`src/rtl/cdb_arbiter_pkg.sv`:
```
// Shared types and constants for the Common Data Bus arbiter.
// Covers the tagged FU payload, the CDB bus record, FU tag codes and the arbiter state.
package cdb_arbiter_pkg;

   localparam int NUM_SRBITS = 8;
   localparam int DATA_W     = 32;

   localparam logic [NUM_SRBITS-1:0] TAG_NONE = 8'h00;
   localparam logic [NUM_SRBITS-1:0] TAG_ALU0 = 8'h10;
   localparam logic [NUM_SRBITS-1:0] TAG_ALU1 = 8'h11;
   localparam logic [NUM_SRBITS-1:0] TAG_MUL  = 8'h18;
   localparam logic [NUM_SRBITS-1:0] TAG_DIV  = 8'h13;
   localparam logic [NUM_SRBITS-1:0] TAG_LSU  = 8'h14;

   typedef struct packed {
      logic [NUM_SRBITS-1:0] tag;
      logic [DATA_W-1:0]     val;
   } tagged_data_t;

   typedef struct packed {
      logic                  valid;
      logic [NUM_SRBITS-1:0] tag;
      logic [DATA_W-1:0]     data;
   } cdb_bus_t;

   typedef enum logic {
      ST_IDLE  = 1'b0,
      ST_BCAST = 1'b1
   } cdb_state_e;

   // Single conditional subtract is enough because callers never exceed 2*n-1.
   function automatic int wrap_idx(input int i, input int n);
      int r;
      if (i >= n) begin
         r = i - n;
      end else begin
         r = i;
      end
      return r;
   endfunction

endpackage

```
`src/rtl/cdb_arbiter_rr_pick.sv`:
```
// Combinational round-robin picker: scans upward from ptr_i+1 with wrap
// and reports the first set request as one-hot, index and any-flag.
module cdb_arbiter_rr_pick
   import cdb_arbiter_pkg::*;
#(
   parameter int NUM_REQ = 5,
   parameter int IDX_W   = $clog2(NUM_REQ)
) (
   input  logic [NUM_REQ-1:0] req_i,
   input  logic [IDX_W-1:0]   ptr_i,
   output logic [NUM_REQ-1:0] pick_o,
   output logic [IDX_W-1:0]   idx_o,
   output logic               any_o
);

   // First requester at or after ptr_i+1 wins; later hits are masked by any_o.
   always_comb begin
      int k;
      k      = 0;
      pick_o = '0;
      idx_o  = '0;
      any_o  = 1'b0;
      for (int i = 1; i <= NUM_REQ; i++) begin
         k = wrap_idx(int'(ptr_i) + i, NUM_REQ);
         if (!any_o && req_i[k]) begin
            pick_o[k] = 1'b1;
            idx_o     = IDX_W'(k);
            any_o     = 1'b1;
         end else begin
            any_o = any_o;
         end
      end
   end

endmodule

```
`src/rtl/cdb_arbiter.sv`:
```
// Common Data Bus arbiter: round-robin grant among FU requesters with a
// one-cycle holdoff on the last winner, registered bus and broadcast counter.
module cdb_arbiter
   import cdb_arbiter_pkg::*;
#(
   parameter int NUM_REQ = 5
) (
   input  logic                          clk,
   input  logic                          rst,
   input  logic                          flush,
   input  logic [NUM_REQ-1:0]            req_i,
   input  tagged_data_t [NUM_REQ-1:0]    data_i,
   output logic [NUM_REQ-1:0]            grant_o,
   output cdb_bus_t                      cdb_o,
   output logic [15:0]                   bcast_cnt_o
);

   localparam int IDX_W = $clog2(NUM_REQ);

   cdb_state_e              state_q, state_d;
   logic [IDX_W-1:0]        rr_ptr_q, rr_ptr_d;
   logic [NUM_REQ-1:0]      holdoff_q, holdoff_d;
   logic [NUM_REQ-1:0]      grant_q, grant_d;
   logic [NUM_SRBITS-1:0]   tag_q, tag_d;
   logic [DATA_W-1:0]       data_q, data_d;
   logic [15:0]             cnt_q, cnt_d;

   logic [NUM_REQ-1:0]      qual_s;
   logic [NUM_REQ-1:0]      pick_s;
   logic [IDX_W-1:0]        pick_idx_s;
   logic                    pick_any_s;

   assign qual_s = req_i & ~holdoff_q;

   cdb_arbiter_rr_pick #(
      .NUM_REQ (NUM_REQ),
      .IDX_W   (IDX_W)
   ) u_rr_pick (
      .req_i   (qual_s),
      .ptr_i   (rr_ptr_q),
      .pick_o  (pick_s),
      .idx_o   (pick_idx_s),
      .any_o   (pick_any_s)
   );

   // State and datapath registers; reset clears the bus so valid drops at once.
   always_ff @(posedge clk or negedge rst) begin
      if (!rst) begin
         state_q   <= ST_IDLE;
         rr_ptr_q  <= IDX_W'(NUM_REQ - 1);
         holdoff_q <= '0;
         grant_q   <= '0;
         tag_q     <= '0;
         data_q    <= '0;
         cnt_q     <= 16'h0000;
      end else begin
         state_q   <= state_d;
         rr_ptr_q  <= rr_ptr_d;
         holdoff_q <= holdoff_d;
         grant_q   <= grant_d;
         tag_q     <= tag_d;
         data_q    <= data_d;
         cnt_q     <= cnt_d;
      end
   end

   // Next state: BCAST only while a non-flushed qualifying request exists.
   always_comb begin
      state_d = state_q;
      if (flush) begin
         state_d = ST_IDLE;
      end else if (pick_any_s) begin
         state_d = ST_BCAST;
      end else begin
         state_d = ST_IDLE;
      end
   end

   // Datapath next values; data holds across idle cycles, tag returns to zero.
   always_comb begin
      rr_ptr_d  = rr_ptr_q;
      holdoff_d = '0;
      grant_d   = '0;
      tag_d     = TAG_NONE;
      data_d    = data_q;
      cnt_d     = cnt_q;
      if (!flush && pick_any_s) begin
         rr_ptr_d  = pick_idx_s;
         holdoff_d = pick_s;
         grant_d   = pick_s;
         tag_d     = data_i[pick_idx_s].tag;
         data_d    = data_i[pick_idx_s].val;
         cnt_d     = cnt_q + 16'd1;
      end else begin
         rr_ptr_d = rr_ptr_q;
      end
   end

   // Outputs come straight from registers.
   always_comb begin
      cdb_o.valid = (state_q == ST_BCAST);
      cdb_o.tag   = tag_q;
      cdb_o.data  = data_q;
      grant_o     = grant_q;
      bcast_cnt_o = cnt_q;
   end

endmodule

```
`config.mk`:
```
export PLATFORM = sky130hd
export DESIGN_NAME = cdb_arbiter
export DESIGN_NICKNAME = d
export VERILOG_FILES = /design/src/rtl/cdb_arbiter_pkg.sv /design/src/rtl/cdb_arbiter_rr_pick.sv /design/src/rtl/cdb_arbiter.sv
export SDC_FILE = /design/constraint.sdc
export NUM_CORES = 1
export LEC_CHECK = 0
export ABC_CLOCK_PERIOD_IN_PS = 3750
export CORE_AREA = 2 2 195 101
export CTS_CLUSTER_SIZE = 28
export DETAILED_ROUTE_END_ITERATION = 7
export DIE_AREA = 0 0 197 103
export SETUP_SLACK_MARGIN = 0.1
export SYNTH_ARGS = -nofsm -noshare
export SYNTH_HDL_FRONTEND = slang
export SYNTH_SLANG_ARGS = --single-unit
```
`constraint.sdc`:
```
create_clock -name clk -period 3.75 [get_ports clk]
set_input_delay 0.375 -clock clk [delete_from_list [all_inputs] [get_ports clk]]
set_output_delay 0.375 -clock clk [all_outputs]
set_load 0.005 [all_outputs]
```
==> out/results.tsv <==
metric	value	unit
status	completed	
cts_hold_buffers	0	
max_freq	281	MHz
area_growth	78.3	%
antenna_found_initial	2	
yosys_warnings	0	
place_ws	0.101	ns
r2r_slack	0.19	ns
worstSetupPathType	reg -> reg	
fill_cells	1765	
drc	0	
maxSlewHeadroom	40.1	%
drv_slew	0	
synth_edf_count	0	
io_pins	270	
grt_overflow	0	
numCtsBuffers	9	
clk_path_buf_depth	2	
r2r-end	data_q[22]	
die_y	103	microns
root_buffer	clkbuf_16	
hold_viol	0	
tightest_slew	0.898	ns
crit_fanout	7	
clock_sinks	65	
synthFlopType	dfrtp_1	
initial_core_util	29.1	%
insertion_delay	0.33	ns
worst_slack	0.187	ns
wl_per_cell	21.6	microns
crit_path_start	rr_ptr_q[1]	
h-tree-depth	3	
setup_violations	0	
r2r-start	rr_ptr_q[1]	
reg2reg_depth	13	
syn_nets	794	
final_nets	1112	
crit_slowest_cell	or3b_1	
numPortBuffers	269	
fin_skew	0.00871	ns
grt_max_degree	66	
drt-initial-drc-count	277	
hp-class	in -> async	
wl	24500	microns
hold_ws	0.153	ns
die_w	197	microns
ant_nets	0	
synth_cells	564	
rsz0062_at_grt	true	
drive_above_1_share	21.4	%
dr.pass1.iters	5	
fp.dieArea	0.0203	sq mm
vias	5872	
synth_cell_type_count	77	
diodes	0	
coreArea	0.0188	sq mm
crit_path_end_kind	register	
setup.worst_path.end	data_q[22]	
drv_cap	0	
crit_top_cell	a22oi_2	
viasPerCell	5.18	
async_flop_share	100	%
grtUsageTotal	21.9	%
syn_avg_cell_area	9.72	sq um
gp_congestion	0.940	
cp-start-kind	register	
synth_seq_cells	65	
cpPeakStageDelay	0.44	ns
layout_min_cycle_time	3.56	ns
final_common_cell	clkdlybuf4s50_1	
num_rows	36	
critPathRequiredTime	3.95	ns
grt_pass1_wl	33500	microns
crit_chain	inv_2 > buf_4 > ha_2 > or3b_1 > a21oi_1 > a211oi_2 > or2_4 > a221oi_4 > a22oi_2 > a22oi_2 > nand2b_4 > buf_12 > o221ai_1	
yosysSeqAreaShare	29.7	%
netlist_area	0.00548	sq mm
fin_crit_sh	95.0	%
final_util	51.9	%
dp_hpwl	18500	microns
clkSlewWorstSetupHoldPaths	0.06	ns
cts_tree	done	
finalSetupTns	0	ns
final_cell_mix	clkdlybuf4s50_1 (268), mux2i_1 (75), dfrtp_1 (64)	
critPathArrivalTime	3.76	ns
grt_pass1_vias	5686	
-- layout make-up --
type	count	area [sq um]	area share [%]
Multi-Input combinational cell	449	3990	40.8
Timing Repair Buffer	344	3480	35.6
Sequential cell	65	1630	16.7
Tap cell	247	309	3.16
Clock buffer	9	225	2.30
Clock inverter	7	95.1	0.973
Inverter	13	53.8	0.550
-- synth_stat cells, types with 11 or more instances --
cell type / instances / area, sq um
nor2_1: 25 / 93.8
nand3_1: 13 / 65.1
o221ai_2: 14 / 210
buf_2: 19 / 95.1
a21oi_1: 20 / 100
ha_1: 21 / 263
dfrtp_1: 64 / 1600
xnor2_1: 19 / 166
inv_1: 11 / 41.3
o221ai_1: 27 / 236
mux2i_1: 85 / 851
a22oi_1: 33 / 248
nand2_1: 43 / 161
-- registers in the layout, summed over array words and instances (netlist names) --
| name | cells |
|---|---|
| data_q | 32 |
| bcast_cnt_o | 16 |
| tag_q | 8 |
| grant_o | 5 |
| rr_ptr_q | 3 |
| state_q | 1 |
-- critical path, delay by kind of cell (launching register included) --
family	cells	cell delay, ns
fa+ha+maj	1	0.32
flops	1	0.40
compound gates	6	1.20
buf+inv	3	0.44
simple gates	3	1.05
-- stage by stage --
step	instance area [sq um]	cells
6_report	9770	1134
5_1_grt	9770	1134
3_5_place_dp	8740	1096
3_3_place_gp	8740	1096
2_1_floorplan	5490	564
4_1_cts	9060	1112
-- how the worst min path moves through the flow --
stage	startpoint	to	slack, ns
floorplan	rst	bcast_cnt_o[0]	0.08
global placement	bcast_cnt_o[15]	bcast_cnt_o[15]	0.46
detailed placement	bcast_cnt_o[15]	bcast_cnt_o[15]	0.47
CTS	rst	grant_o[3]	0.20
global route	rst	bcast_cnt_o[15]	0.22
finish	rst	bcast_cnt_o[15]	0.15
-- cell families (layout without fill, tap and decap cells) --
logic type / Yosys count / in the layout / synth area share (%)
XOR/XNOR: 22 / 22 / 3.79
AND/OR/NAND/NOR: 154 / 156 / 14.9
adder cells (fa/ha/maj): 22 / 22 / 5.16
buffers and inverters: 52 / 373 / 5.34
flip-flops: 65 / 65 / 29.7
AO/OA/AOI/OAI: 160 / 160 / 24.7
multiplexers: 89 / 89 / 16.4
-- routing by layer --
| layer | share of wire [%] | up-vias | GRT usage (%) | wire length [microns] |
|---|---|---|---|---|
| li1 | - | 2811 | - | - |
| met1 | 50 | 2796 | 32.5 | 12200 |
| met2 | 40 | 255 | 29.0 | 9750 |
| met3 | 10 | 8 | 9.72 | 2510 |
| met4 | 0.26 | 2 | 3.24 | 63 |
| met5 | 0.033 | - | 0 | 8 |
-- timing repair --
item,in CTS,in global routing
endpoints found under the hold margin,0,0
gates resized for setup,2,84
endpoints found under the setup margin,26,58
gates cloned,0,11
pin swaps,0,15
setup buffers,0,11
Power is left out: the tool's default activity adds up to more than one toggle a clock period on the data nets, which glitch-free logic cannot reach.
